### config.mk
export PLATFORM = sky130hd
export DESIGN_NAME = axil_rreg_rd_master_flat
export DESIGN_NICKNAME = d
export VERILOG_FILES = /design/src/rtl/axil_rreg_rd_master_pkg.sv /design/src/rtl/axil_rreg_rd_master_if.sv /design/src/rtl/axil_rreg_rd_master_timer.sv /design/src/rtl/axil_rreg_rd_master.sv /design/src/flat_wrapper.sv
export SDC_FILE = /design/constraint.sdc
export NUM_CORES = 1
export LEC_CHECK = 0
export ABC_AREA = 1
export BUFFER_PORTS_ARGS = -buffer_cell sky130_fd_sc_hd__buf_4
export CAP_MARGIN = 20
export CORE_MARGIN = 5
export CORE_UTILIZATION = 40
export DETAILED_ROUTE_END_ITERATION = 6
export PLACE_DENSITY_LB_ADDON = 0.12
export SLEW_MARGIN = 20
export SYNTH_ARGS = -nofsm -noshare
export SYNTH_HDL_FRONTEND = slang
export SYNTH_SLANG_ARGS = --single-unit
export TNS_END_PERCENT = 100
### constraint.sdc
create_clock -name axis_clk -period 1.55 [get_ports axis_clk]
set_input_delay 0.31 -clock axis_clk [delete_from_list [all_inputs] [get_ports axis_clk]]
set_output_delay 0.31 -clock axis_clk [all_outputs]
set_load 0.1 [all_outputs]
### src/rtl/axil_rreg_rd_master_pkg.sv
// Shared types and constants for the AXI-Lite register-read front end of the
// register-read clock-crossing bridge.
package lmac_rreg_pkg;
  localparam int CNT_W = 11;

  typedef enum logic [2:0] {IDLE, ISSUE, WAIT, RESP, GAP} state_e;

  localparam logic [1:0]  RESP_OKAY    = 2'b00;
  localparam logic [1:0]  RESP_SLVERR  = 2'b10;
  localparam logic [31:0] TIMEOUT_DATA = 32'hDEAD_BEEF;

  // A down-counter loaded with cycles-1 reaches zero on its cycles-th cycle.
  function automatic logic [CNT_W-1:0] cnt_load(input int cycles);
    return CNT_W'(cycles - 1);
  endfunction
endpackage

### src/rtl/axil_rreg_rd_master_if.sv
// AXI4-Lite read address / read data channels; clock and reset stay outside.
interface axil_rreg_rd_master_if #(parameter int ADDR_W = 32);
  logic [ADDR_W-1:0] s_axil_araddr;
  logic              s_axil_arvalid;
  logic              s_axil_arready;
  logic [31:0]       s_axil_rdata;
  logic [1:0]        s_axil_rresp;
  logic              s_axil_rvalid;
  logic              s_axil_rready;

  modport slave (
    input  s_axil_araddr, s_axil_arvalid, s_axil_rready,
    output s_axil_arready, s_axil_rdata, s_axil_rresp, s_axil_rvalid
  );

  modport master (
    output s_axil_araddr, s_axil_arvalid, s_axil_rready,
    input  s_axil_arready, s_axil_rdata, s_axil_rresp, s_axil_rvalid
  );
endinterface

### src/rtl/axil_rreg_rd_master_timer.sv
// Loadable down-counter with terminal flag; used for the inter-start gap and
// the optional read timeout. Sticks at zero instead of wrapping.
module rreg_cycle_timer
  import lmac_rreg_pkg::*;
(
  input  logic             clk,
  input  logic             rst,
  input  logic             load,
  input  logic [CNT_W-1:0] load_val,
  output logic             term
);
  logic [CNT_W-1:0] cnt;

  always_ff @(posedge clk) begin
    if (rst)             cnt <= '0;
    else if (load)       cnt <= load_val;
    else if (cnt != '0)  cnt <= cnt - 1'b1;
  end

  assign term = (cnt == '0);
endmodule

### src/rtl/axil_rreg_rd_master.sv
// AXI4-Lite read slave feeding the register-read bridge: one read in flight,
// minimum gap between starts. Define RREG_TIMEOUT_EN for a SLVERR timeout.
module axil_rreg_rd_master
  import lmac_rreg_pkg::*;
#(
  parameter int START_GAP   = 6,
  parameter int TIMEOUT_CYC = 1024
)(
  input  logic                  axis_clk,
  input  logic                  reset,
  axil_rreg_rd_master_if.slave  axil,
  output logic [15:0]           host_addr_out,
  output logic                  reg_rd_start_out,
  input  logic [31:0]           mac_regdout_in,
  input  logic                  reg_rd_done_in,
  output logic                  rd_busy
);
  localparam logic [CNT_W-1:0] GAP_LOAD = cnt_load(START_GAP);
  localparam logic [CNT_W-1:0] TO_LOAD  = cnt_load(TIMEOUT_CYC);

  state_e      state;
  logic        arready;
  logic        rvalid;
  logic [31:0] rdata;
  logic [1:0]  rresp;
  logic        tmr_load;
  logic [CNT_W-1:0] tmr_val;
  logic        tmr_term;

  // rvalid is always high in RESP, so rready alone marks the handshake.
  always_comb begin
    tmr_load = (state == RESP) && axil.s_axil_rready;
`ifdef RREG_TIMEOUT_EN
    tmr_load = tmr_load || (state == ISSUE);
`endif
    tmr_val  = (state == RESP) ? GAP_LOAD : TO_LOAD;
  end

  rreg_cycle_timer u_timer (
    .clk      (axis_clk),
    .rst      (reset),
    .load     (tmr_load),
    .load_val (tmr_val),
    .term     (tmr_term)
  );

  always_ff @(posedge axis_clk) begin
    if (reset) begin
      state            <= IDLE;
      arready          <= 1'b0;
      rvalid           <= 1'b0;
      rdata            <= '0;
      rresp            <= RESP_OKAY;
      host_addr_out    <= '0;
      reg_rd_start_out <= 1'b0;
    end else begin
      reg_rd_start_out <= 1'b0;
      case (state)
        IDLE: begin
          if (axil.s_axil_arvalid && arready) begin
            host_addr_out    <= axil.s_axil_araddr[15:0];
            arready          <= 1'b0;
            reg_rd_start_out <= 1'b1;
            state            <= ISSUE;
          end else begin
            arready <= 1'b1;
          end
        end
        // A done coincident with the start pulse cannot belong to this read.
        ISSUE: state <= WAIT;
        WAIT: begin
          if (reg_rd_done_in) begin
            rdata  <= mac_regdout_in;
            rresp  <= RESP_OKAY;
            rvalid <= 1'b1;
            state  <= RESP;
          end
`ifdef RREG_TIMEOUT_EN
          else if (tmr_term) begin
            rdata  <= TIMEOUT_DATA;
            rresp  <= RESP_SLVERR;
            rvalid <= 1'b1;
            state  <= RESP;
          end
`endif
        end
        RESP: begin
          if (axil.s_axil_rready) begin
            rvalid <= 1'b0;
            state  <= GAP;
          end
        end
        GAP: begin
          if (tmr_term) begin
            arready <= 1'b1;
            state   <= IDLE;
          end
        end
        default: state <= IDLE;
      endcase
    end
  end

  assign axil.s_axil_arready = arready;
  assign axil.s_axil_rvalid  = rvalid;
  assign axil.s_axil_rdata   = rdata;
  assign axil.s_axil_rresp   = rresp;
  assign rd_busy             = (state != IDLE);
endmodule
### src/flat_wrapper.sv
// flat-port wrapper written by rule: the top's interface ports become plain ports
module axil_rreg_rd_master_flat import lmac_rreg_pkg::*;
#(
  parameter int START_GAP   = 6,
  parameter int TIMEOUT_CYC = 1024
)
  (axis_clk, reset, host_addr_out, reg_rd_start_out, mac_regdout_in, reg_rd_done_in, rd_busy, axil_s_axil_araddr, axil_s_axil_arvalid, axil_s_axil_rready, axil_s_axil_arready, axil_s_axil_rdata, axil_s_axil_rresp, axil_s_axil_rvalid);
  axil_rreg_rd_master_if axil_i ();
  input  logic axis_clk;
  input  logic reset;
  output logic [15:0] host_addr_out;
  output logic reg_rd_start_out;
  input  logic [31:0] mac_regdout_in;
  input  logic reg_rd_done_in;
  output logic rd_busy;
  input wire logic [$bits(axil_i.s_axil_araddr)-1:0] axil_s_axil_araddr;
  input wire logic [$bits(axil_i.s_axil_arvalid)-1:0] axil_s_axil_arvalid;
  input wire logic [$bits(axil_i.s_axil_rready)-1:0] axil_s_axil_rready;
  output wire logic [$bits(axil_i.s_axil_arready)-1:0] axil_s_axil_arready;
  output wire logic [$bits(axil_i.s_axil_rdata)-1:0] axil_s_axil_rdata;
  output wire logic [$bits(axil_i.s_axil_rresp)-1:0] axil_s_axil_rresp;
  output wire logic [$bits(axil_i.s_axil_rvalid)-1:0] axil_s_axil_rvalid;
  assign axil_i.s_axil_araddr = axil_s_axil_araddr;
  assign axil_i.s_axil_arvalid = axil_s_axil_arvalid;
  assign axil_i.s_axil_rready = axil_s_axil_rready;
  assign axil_s_axil_arready = axil_i.s_axil_arready;
  assign axil_s_axil_rdata = axil_i.s_axil_rdata;
  assign axil_s_axil_rresp = axil_i.s_axil_rresp;
  assign axil_s_axil_rvalid = axil_i.s_axil_rvalid;
  axil_rreg_rd_master #(.START_GAP(START_GAP), .TIMEOUT_CYC(TIMEOUT_CYC)) u_core (.axis_clk(axis_clk), .reset(reset), .axil(axil_i), .host_addr_out(host_addr_out), .reg_rd_start_out(reg_rd_start_out), .mac_regdout_in(mac_regdout_in), .reg_rd_done_in(reg_rd_done_in), .rd_busy(rd_busy));
endmodule
Word level (Yosys, flattened, before mapping)
Cells that the tools add are included.

Add/subtract/negate cells: 1. Bitwise operators: 1. Multiplexer cells: 15. Reduce and logical (&&, ||, !) cells: 15. Equality and inequality tests: 8.

Operators by type and width (number): $mux 11 (2); $pmux 3 s5 (1); $mux 3 (4); $logic_not 11->1 (1); $reduce_bool 11->1 (1); $sub 11x1->11 const B (1); $mux 10 (1); $eq 3x2->1 const B (2); $reduce_and 2->1 (3); $reduce_bool 2->1 (3); $mux 1 (5); $ne 2x1->1 const B (2); $ne 2x2->1 const B (2); $pmux 1 s2 (2); $reduce_and 4->1 (1); $eq 3x1->1 const B (1); $eq 3x3->1 const B (1); $logic_not 3->1 (1); $reduce_and 3->1 (1); $reduce_bool 3->1 (1); $logic_and 1x1->1 (2); $reduce_or 2->1 (1); $not 1->1 (1).

Output and inout port bits: 54. Bits in registers: 65. Logic and storage cells: 47. Input port bits: 69.

Logic depth before layout (Yosys ltp)
Gate-level depths: netlist of the first run.

Depth in word-level cells: 3. Gate-level depth with buffers: 10. Mapped depth without buffers: 9.

Cells and area by module
A second synthesis of the first run with hierarchy kept.

Cell total of the unflattened synthesis: 375. Area, all modules: 2807.7 µm².

Modules (own cells, without submodules): axil_rreg_rd_master (area an instance 2068.2 µm², instances 1, cells each 258, seq. area each 1081.0 µm²); rreg_cycle_timer (area an instance 739.5 µm², instances 1, cells each 117, seq. area each 220.2 µm²).

Worst setup path after synthesis of the first run
OpenSTA, ideal clock, no wires.

Path type: register -> register. From: reg u_core.arready (netlist: u_core.axil.s_axil_arready). To: reg u_core.host_addr_out[10]. Cell stages (with the launch flop): 6. Data required time: 1.481 ns. Period minus slack after synthesis: 1.734 ns. Data arrival time: 1.665 ns. Library setup time: 0.069 ns. Path slack: -0.184 ns. Cells stage by stage: dfxtp_1 nand2_1 clkinv_1 buf_2 nand3_1 a21oi_2.

Longest elaborated chain between the ends: 2.

RTL lines: from (decl) (RTL line axil_rreg_rd_master.sv:22) `logic arready;`; from (signal assigned) (RTL line axil_rreg_rd_master.sv:50) `arready <= 1'b0;`; from (signal assigned) (RTL line axil_rreg_rd_master.sv:62) `arready <= 1'b0;`; from (signal assigned) (RTL line axil_rreg_rd_master.sv:66) `arready <= 1'b1;`; $logic_and 1x1->1 (RTL line axil_rreg_rd_master.sv:60) `if (axil.s_axil_arvalid && arready) begin`; $reduce_and 2->1 (no source line); to (signal assigned) (RTL line axil_rreg_rd_master.sv:61) `host_addr_out <= axil.s_axil_araddr[15:0];`; to (decl) (RTL line axil_rreg_rd_master.sv:12) `output logic [15:0] host_addr_out,`.

Every way passes these cells. A chain may end at the register's enable or synchronous reset.

Final worst setup path of the first run
From: reg u_core.state[2]. To: out rd_busy.

Longest elaborated chain between the ends: 1.

RTL lines: from (decl) (RTL line axil_rreg_rd_master.sv:21) `state_e state;`; from (signal assigned) (RTL line axil_rreg_rd_master.sv:49) `state <= IDLE;`; from (signal assigned) (RTL line axil_rreg_rd_master.sv:64) `state <= ISSUE;`; from (signal assigned) (RTL line axil_rreg_rd_master.sv:70) `ISSUE: state <= WAIT;`; $reduce_bool 3->1 (RTL line axil_rreg_rd_master.sv:108) `assign rd_busy = (state != IDLE);`; to (decl) (RTL line flat_wrapper.sv:15) `output logic rd_busy;`.

Every way passes these cells.

==> impl_metrics.json, run 1 <==
{
  "setup_violations": 0,
  "r2r_end": "u_core.u_timer.cnt[1]",
  "synth_ff_type": "dfxtp_1",
  "cts_tree": "done",
  "hpwlAfterDp_mm": 4.58,
  "hold_path.class": "primary input to flop",
  "fmax_ghz": 0.683,
  "die_height_um": 92.5,
  "layout_commonest_cell": "buf_4",
  "io_buffers": 104,
  "ir_drop_v": 0.000587,
  "io-pin-count": 123,
  "hold_viol": 0,
  "ant_nets": 0,
  "required_ns": 1.24,
  "synth_area_per_cell_um2": 8.08,
  "leakagePower_nw": 1.62,
  "asyncSetResetFlopFracSynth_pct": 0,
  "place_congestion": 0.780,
  "setup_tns_ns": 0,
  "wirelength_mm": 6.30,
  "cts_buffers": 9,
  "overflow": 0,
  "clk_path_buf_depth": 2,
  "drv_slew": 0,
  "fin_cells": 526,
  "syn_to_final_growth_pct": 36.4,
  "r2r_cells": 8,
  "drc": 0,
  "worstSetupPathType": "flop to output port",
  "h-tree-depth": 3,
  "p_total_mw": 5.59,
  "root_buffer": "clkbuf_8",
  "synth_warnings": 0,
  "initial_core_util_pct": 40.5,
  "clk_pin_slew_ns": 0.07,
  "ys_types": 31,
  "via_per_inst": 4.63,
  "synth_edf_count": 0,
  "synth_top_area_share_pct": 47.8,
  "worstPathArrival_ns": 1.15,
  "dieWidth_um": 92.5,
  "maxCapViolations": 0,
  "fin_worst_skew_ns": 0.00535,
  "die_area_um2": 8560,
  "final_cell_mix": "buf_4 (109), dfxtp_1 (63), a21oi_1 (49)",
  "worstSetupStartpointType": "flop",
  "antenna_found_initial": 0,
  "routedWlPerCell_um": 12.0,
  "core_area_um2": 6720,
  "via_count": 2435,
  "track_usage_pct": 15.2,
  "synth_seq_cells": 65,
  "grt_pass1_vias": 2321,
  "worstPathMaxFanout": 5,
  "rrSetupSlack_ns": 0.15,
  "power_density_nw_per_um2": 1500,
  "num_rows": 30,
  "diodes": 0,
  "cts_resized": 1,
  "synth_area_leader_cell": "dfxtp_1",
  "drt_iter0_markers": 72,
  "clock_latency_ns": 0.33,
  "endpoint_kind": "output port",
  "postCtsHoldBufs": 0,
  "endpoint": "rd_busy",
  "grt_pass1_wl_mm": 10.4,
  "finalCritPeriodShare_pct": 94.5,
  "r2r_start": "u_core.u_timer.cnt[0]",
  "synth-seq-area-share_pct": 47.8,
  "startpoint": "u_core.state[2]",
  "min_period_ns": 1.46,
  "synth_area_leaders": "dfxtp_1 (48%), a21oi_1 (9.0%), inv_1 (5.9%)",
  "nets": 511,
  "dpl.cell_count": 510,
  "postCtsSetupBuffers": 0,
  "syn_inst": 337,
  "outcome": "finished, final reports clean",
  "synth_area_um2": 2720,
  "dr.pass1.iters": 4,
  "drive_above_1_share_pct": 37.0,
  "rsz0062_at_grt": "no",
  "grt_max_degree": 66,
  "cts_sinks": 65
}
-- metrics by stage --
stage          setup WS [ns]  cell area [um^2]  util, %  hold slack (ns)
2_1_floorplan          0.142              2730        -            0.450
3_3_place_gp           0.162              3520     52.4            0.433
3_5_place_dp           0.143              3520     52.4            0.438
4_1_cts               0.0206              3710     55.3            0.227
5_1_grt               0.0103              3720     55.3            0.235
6_report              0.0855              3720     55.3            0.238
-- worst min-delay path by stage --
stage / startpoint / slack [ns] / cells after the start / end
after floorplan: u_core.u_timer.cnt[10] / 0.45 / 2 / u_core.u_timer.cnt[10]
after global placement: u_core.axil.s_axil_rdata[8] / 0.43 / 2 / u_core.axil.s_axil_rdata[8]
after detailed placement: u_core.axil.s_axil_rdata[5] / 0.44 / 2 / u_core.axil.s_axil_rdata[5]
after CTS: mac_regdout_in[30] / 0.23 / 3 / u_core.axil.s_axil_rdata[30]
after global routing: mac_regdout_in[3] / 0.23 / 3 / u_core.axil.s_axil_rdata[3]
final: mac_regdout_in[30] / 0.24 / 3 / u_core.axil.s_axil_rdata[30]
-- Yosys cell counts, types with 4 or more instances --
| library cell | instances |
|---|---|
| nand2_1 | 31 |
| a21oi_1 | 49 |
| nand2_2 | 11 |
| nand3_1 | 27 |
| o21ai_0 | 15 |
| nand2_4 | 4 |
| buf_6 | 8 |
| inv_1 | 43 |
| a21oi_2 | 10 |
| inv_2 | 6 |
| o21ai_1 | 22 |
| nor2_1 | 17 |
| clkbuf_1 | 6 |
| dfxtp_1 | 65 |
-- cells by family (layout without fill, tap and decap cells) --
group / Yosys count / after routing / share of synthesized area [%]
AND/OR/NAND/NOR: 100 / 100 / 18.6
adder cells (fa/ha/maj): 1 / 1 / 0.459
AO/OA/AOI/OAI: 98 / 98 / 19.8
buffers and inverters: 71 / 179 / 12.9
flip-flops: 65 / 65 / 47.8
other: 1 / 2 / 0.138
XOR/XNOR: 1 / 1 / 0.322
-- critical path: stages (launching register included) --
cell and delay [ns]:
dfxtp_1 0.35, nor2_4 0.20, nand2_4 0.09, buf_6 0.19
-- per-layer routing --
metal | routed length [um] | up-vias | global-route usage (%)
li1 | - | 1293 | -
met2 | 3000 | 68 | 25.0
met5 | 0 | - | 0
met3 | 414 | 14 | 5.04
met1 | 2710 | 1060 | 17.4
met4 | 169 | 0 | 8.17
-- state kept, by name, summed over array words and instances (netlist names) --
signal and cells:
u_core.state 3, u_core.axil.s_axil_rdata 32, u_core.host_addr_out 16, u_core.axil.s_axil_rvalid 1, u_core.reg_rd_start_out 1, u_core.axil.s_axil_arready 1
u_core.u_timer.cnt 11
-- report_power, final --
| group | internal, mW | leakage, nW | switching (mW) |
|---|---|---|---|
| logic | 0.687 | 0.991 | 1.48 |
| registers | 1.88 | 0.529 | 0.152 |
| clock network | 0.784 | 0.0974 | 0.611 |
| total | 3.35 | 1.62 | 2.24 |
-- area by class of cell --
type / instances / area (um^2)
clock buffers: 13 / 149
clock inverters: 3 / 40.0
fillers: 642 / 3000
inverters: 52 / 199
multi-input cells: 202 / 1070
flip-flops and latches: 65 / 1300
well taps: 80 / 100
repair buffers: 111 / 850
No activity file was read; power rests on OpenSTA's default activity.
==> run 2: changes to the inputs <==
Settings changed: BUFFER_PORTS_ARGS -buffer_cell sky130_fd_sc_hd__buf_4 to unset, DONT_BUFFER_PORTS set to 1.
==> impl_metrics.json, run 2 (synthesis results as in run 1) <==
{
  "hold_path_end": "u_core.axil.s_axil_arready",
  "cts_buffers": 9,
  "r2r_start": "u_core.u_timer.cnt[0]",
  "min-delay-start": "reset",
  "diodes": 0,
  "ir_drop_v": 0.000768,
  "overflow": 0,
  "drc": 0,
  "maxCapViolations": 0,
  "hold_viol": 0,
  "root_buffer": "clkbuf_8",
  "track_usage_pct": 14.2,
  "largest_reg_flops": 32,
  "postCtsHoldBufs": 0,
  "grt_pass1_wl_mm": 9.75,
  "io_buffers": 0,
  "p_total_mw": 6.01,
  "grt_pass1_vias": 2133,
  "r2r_end": "u_core.u_timer.cnt[3]",
  "dr.pass1.iters": 4,
  "r2r_cells": 8,
  "postLayoutCoreUtil_pct": 50.8,
  "nets": 459,
  "crit_chain": "nor2_4 > nand2_4 > buf_6",
  "hpwlAfterDp_mm": 4.27,
  "fmax_ghz": 0.685,
  "drt_iter0_markers": 74,
  "via_per_inst": 4.69,
  "finalCritPeriodShare_pct": 94.2,
  "required_ns": 1.24,
  "initial_core_util_pct": 40.5,
  "rsz0062_at_grt": "yes",
  "worstSetupPathType": "flop to output port",
  "fin_cells": 474,
  "routedWlPerCell_um": 12.5,
  "clk_pin_slew_ns": 0.07,
  "leakagePower_nw": 1.40,
  "regArea_um2": 1300,
  "place_congestion": 0.811,
  "dpl.cell_count": 458,
  "hold_depth": 1,
  "power_density_nw_per_um2": 1760,
  "drv_slew": 0,
  "min_period_ns": 1.46,
  "postCtsSetupBuffers": 0,
  "endpoint_kind": "output port",
  "hold_path.class": "primary input to flop",
  "rrSetupSlack_ns": 0.16,
  "grt_max_degree": 66,
  "io-pin-count": 123,
  "dieWidth_um": 92.5,
  "multiInputGateArea_um2": 1090,
  "cts_tree": "done",
  "drive_above_1_share_pct": 29.4,
  "max_stage_delay_ns": 0.35,
  "antenna_found_initial": 0,
  "setup_violations": 0,
  "final_cell_mix": "dfxtp_1 (63), buf_4 (57), a21oi_1 (49)",
  "core_area_um2": 6720,
  "h-tree-depth": 3,
  "outcome": "finished, final reports clean",
  "worstSetupStartpointType": "flop",
  "clk_path_buf_depth": 2,
  "die_area_um2": 8560,
  "clock_latency_ns": 0.34,
  "num_rows": 30,
  "cts_sinks": 65,
  "slowest_stage": "dfxtp_1",
  "syn_to_final_growth_pct": 25.4,
  "ant_nets": 0,
  "hold_ws_ns": 0.0300,
  "via_count": 2225,
  "fillCellCount": 649,
  "die_height_um": 92.5,
  "wirelength_mm": 5.92,
  "layout_commonest_cell": "dfxtp_1",
  "worstPathMaxFanout": 5,
  "worstPathArrival_ns": 1.15,
  "fin_worst_skew_ns": 0.0106
}
-- run 2: cell count changes in the layout (fill, tap and decap cells not counted), sizes merged --
| cell | change |
|---|---|
| bufinv | +3 |
| clkinv | +1 |
| clkbuf | -4 |
| buf | -52 |
-- run 2: cell type report --
class                      instances  area share (%)
clock buffer                       9            3.63
clock inverter                     7            4.18
inverter                          52            5.82
multi-input combinational        202            31.8
sequential                        65            38.2
tap                               80            2.93
timing repair buffer              59            13.4
-- run 2: worst max-delay path, delay by kind of cell (launching register included) --
family | cells | cell delay (ns)
flip-flops | 1 | 0.35
buffers and inverters | 1 | 0.19
AND/OR/NAND/NOR | 2 | 0.28
-- run 2: through the flow --
step / area, um^2 / setup slack [ns] / TNS (ns)
after floorplan: 2730 / 0.142 / 0
after global placement: 3130 / 0.0501 / 0
after detailed placement: 3130 / 0.0312 / 0
after CTS: 3400 / 0.0239 / 0
after global routing: 3420 / -0.0153 / -0.0153
final: 3420 / 0.0900 / 0
-- run 2: how the worst max path moves through the flow --
| stage | slack, ns | cells after the start | from | endpoint |
|---|---|---|---|---|
| global placement | 0.05 | 8 | u_core.u_timer.cnt[0] | u_core.u_timer.cnt[1] |
| finish | 0.09 | 3 | u_core.state[2] | rd_busy |
| CTS | 0.02 | 8 | u_core.u_timer.cnt[0] | u_core.u_timer.cnt[1] |
| floorplan | 0.14 | 5 | u_core.axil.s_axil_arready | u_core.host_addr_out[10] |
| detailed placement | 0.03 | 8 | u_core.u_timer.cnt[0] | u_core.u_timer.cnt[1] |
| global route | -0.02 | 8 | u_core.u_timer.cnt[0] | u_core.u_timer.cnt[1] |
-- run 2: routing by layer --
layer | global-route usage [%] | part of all wire (%)
met4 | 6.93 | 1.9
met1 | 16.0 | 42
met3 | 5.52 | 9.2
met5 | 0 | 0
met2 | 23.4 | 47
-- run 2: what timing repair did --
action                                  CTS  global route
pin swaps                                 0             0
endpoints found under the setup margin    1             8
gates cloned                              0             0
gates resized for setup                   1             3
-- run 2: report_power, final --
group	leakage, nW	internal, mW	switching [mW]
sequential	0.529	1.87	0.128
clock	0.133	1.23	0.657
combinational	0.743	0.617	1.50
total	1.40	3.73	2.29
==> run 3: changes to the inputs <==
Settings changed: CORE_MARGIN 5 to unset.
==> impl_metrics.json, run 3 (synthesis results as in run 1) <==
{
  "outcome": "finished, violations left",
  "violations": "DRC",
  "hold_depth": 1,
  "io_buffers": 0,
  "r2r_cells": 8,
  "dieWidth_um": 84.5,
  "crit_cells": 3,
  "fin_worst_skew_ns": 0.00462,
  "worstPathMaxFanout": 5,
  "drv_slew": 0,
  "wirelength_mm": 5.69,
  "setup_violations": 0,
  "layout_commonest_cell": "dfxtp_1",
  "h-tree-depth": 3,
  "highest_layer": "met4",
  "required_ns": 1.24,
  "crit_buf_inv": 1,
  "hpwlAfterDp_mm": 3.98,
  "diodes": 0,
  "die_height_um": 84.5,
  "finalCritPeriodShare_pct": 94.7,
  "cts_tree": "done",
  "ir_drop_v": 0.000761,
  "leakagePower_nw": 1.37,
  "wl_met2_mm": 2.77,
  "r2r_end": "u_core.u_timer.cnt[4]",
  "initial_core_util_pct": 42.2,
  "drc": 8,
  "worstPathArrival_ns": 1.16,
  "final_cell_mix": "dfxtp_1 (63), buf_4 (57), a21oi_1 (49)",
  "endpoint_kind": "output port",
  "power_density_nw_per_um2": 1650,
  "endpoint": "rd_busy",
  "placed_cell_area_um2": 3130,
  "grt_max_degree": 65,
  "layout_setup_ws_ns": 0.0826,
  "dr.pass1.iters": 6,
  "grt_pass1_vias": 2189,
  "via_per_inst": 4.80,
  "r2r_start": "u_core.u_timer.cnt[0]",
  "drive_above_1_share_pct": 29.4,
  "hold_path.class": "primary input to flop",
  "dpl.cell_count": 455,
  "worstSetupPathType": "flop to output port",
  "met1_length_mm": 2.40,
  "cts_sinks": 65,
  "routedWlPerCell_um": 12.1,
  "fin_cells": 472,
  "root_buffer": "clkbuf_8",
  "crit_family": "flip-flops",
  "die_area_um2": 7140,
  "cts_buffers": 9,
  "grt_pass1_wl_mm": 9.53,
  "crit_chain": "nor2_4 > nand2_4 > buf_6",
  "postLayoutCoreUtil_pct": 52.0,
  "syn_to_final_growth_pct": 23.3,
  "antenna_found_initial": 0,
  "maxCapViolations": 0,
  "io-pin-count": 123,
  "setup_tns_ns": 0,
  "place_congestion": 0.801,
  "dp_worst_setup_slack_ns": 0.112,
  "fmax_ghz": 0.681,
  "dr_wl_met3_um": 457,
  "final_area_um2": 3360,
  "nets": 460,
  "largest_reg_flops": 32,
  "rrSetupSlack_ns": 0.22,
  "p_total_mw": 5.56,
  "track_usage_pct": 16.9,
  "drt_iter0_markers": 93,
  "rsz0062_at_grt": "no",
  "max_stage_delay_ns": 0.35,
  "num_rows": 29,
  "hold_viol": 0,
  "clk_path_buf_depth": 2,
  "overflow": 0,
  "slowest_stage": "dfxtp_1",
  "startpoint": "u_core.state[2]",
  "min_period_ns": 1.47,
  "clk_pin_slew_ns": 0.07,
  "clock_latency_ns": 0.33,
  "via_count": 2267,
  "core_area_um2": 6460,
  "worstSetupStartpointType": "flop",
  "ant_nets": 0,
  "hold_ws_ns": 0.0443
}
==> run 3: changes by cell type in the layout (fill, tap and decap cells not counted), sizes merged <==
cell | before | now
dlygate4sd3 | 0 | 1
clkinvlp | 0 | 3
inv | 50 | 51
clkinv | 5 | 3
clkbuf | 9 | 10
bufinv | 4 | 1
==> run 3: worst min path at each step <==
stage	from	to	slack, ns
floorplan	u_core.u_timer.cnt[10]	u_core.u_timer.cnt[10]	0.45
global placement	reset	u_core.host_addr_out[8]	0.38
detailed placement	reset	u_core.host_addr_out[8]	0.38
CTS	reset	u_core.host_addr_out[11]	0.006
global route	reset	u_core.host_addr_out[11]	0.003
finish	reset	u_core.host_addr_out[11]	0.04
==> run 3: timing repair <==
| item | 4_1_cts | 5_1_grt |
|---|---|---|
| endpoints found under the hold margin | 0 | 1 |
| buffers inserted | 0 | 0 |
| resized for setup | 1 | 3 |
| hold buffers | 0 | 1 |
| cloned | 0 | 0 |
| setup endpoints to repair | 1 | 2 |
==> run 3: power by group <==
group	internal (mW)	total, mW	switching (mW)
clock	0.788	1.43	0.638
combinational	0.631	2.13	1.50
sequential	1.88	2.01	0.130
total	3.29	5.56	2.26
==> run 3: routing by layer <==
layer / global-route usage, % / vias up
met2: 29.3 / 66
met5: 0 / -
met1: 17.9 / 995
met3: 7.77 / 6
li1: - / 1200
met4: 6.47 / 0
==> run 3: cell type report <==
type                            instances  area, um^2
Inverter                               52         199
Fill cell                             640        3100
Tap cell                               77        96.3
Timing Repair Buffer                   60         469
Sequential cell                        65        1300
Clock inverter                          6        66.3
Clock buffer                           10         138
Multi-Input combinational cell        202        1090
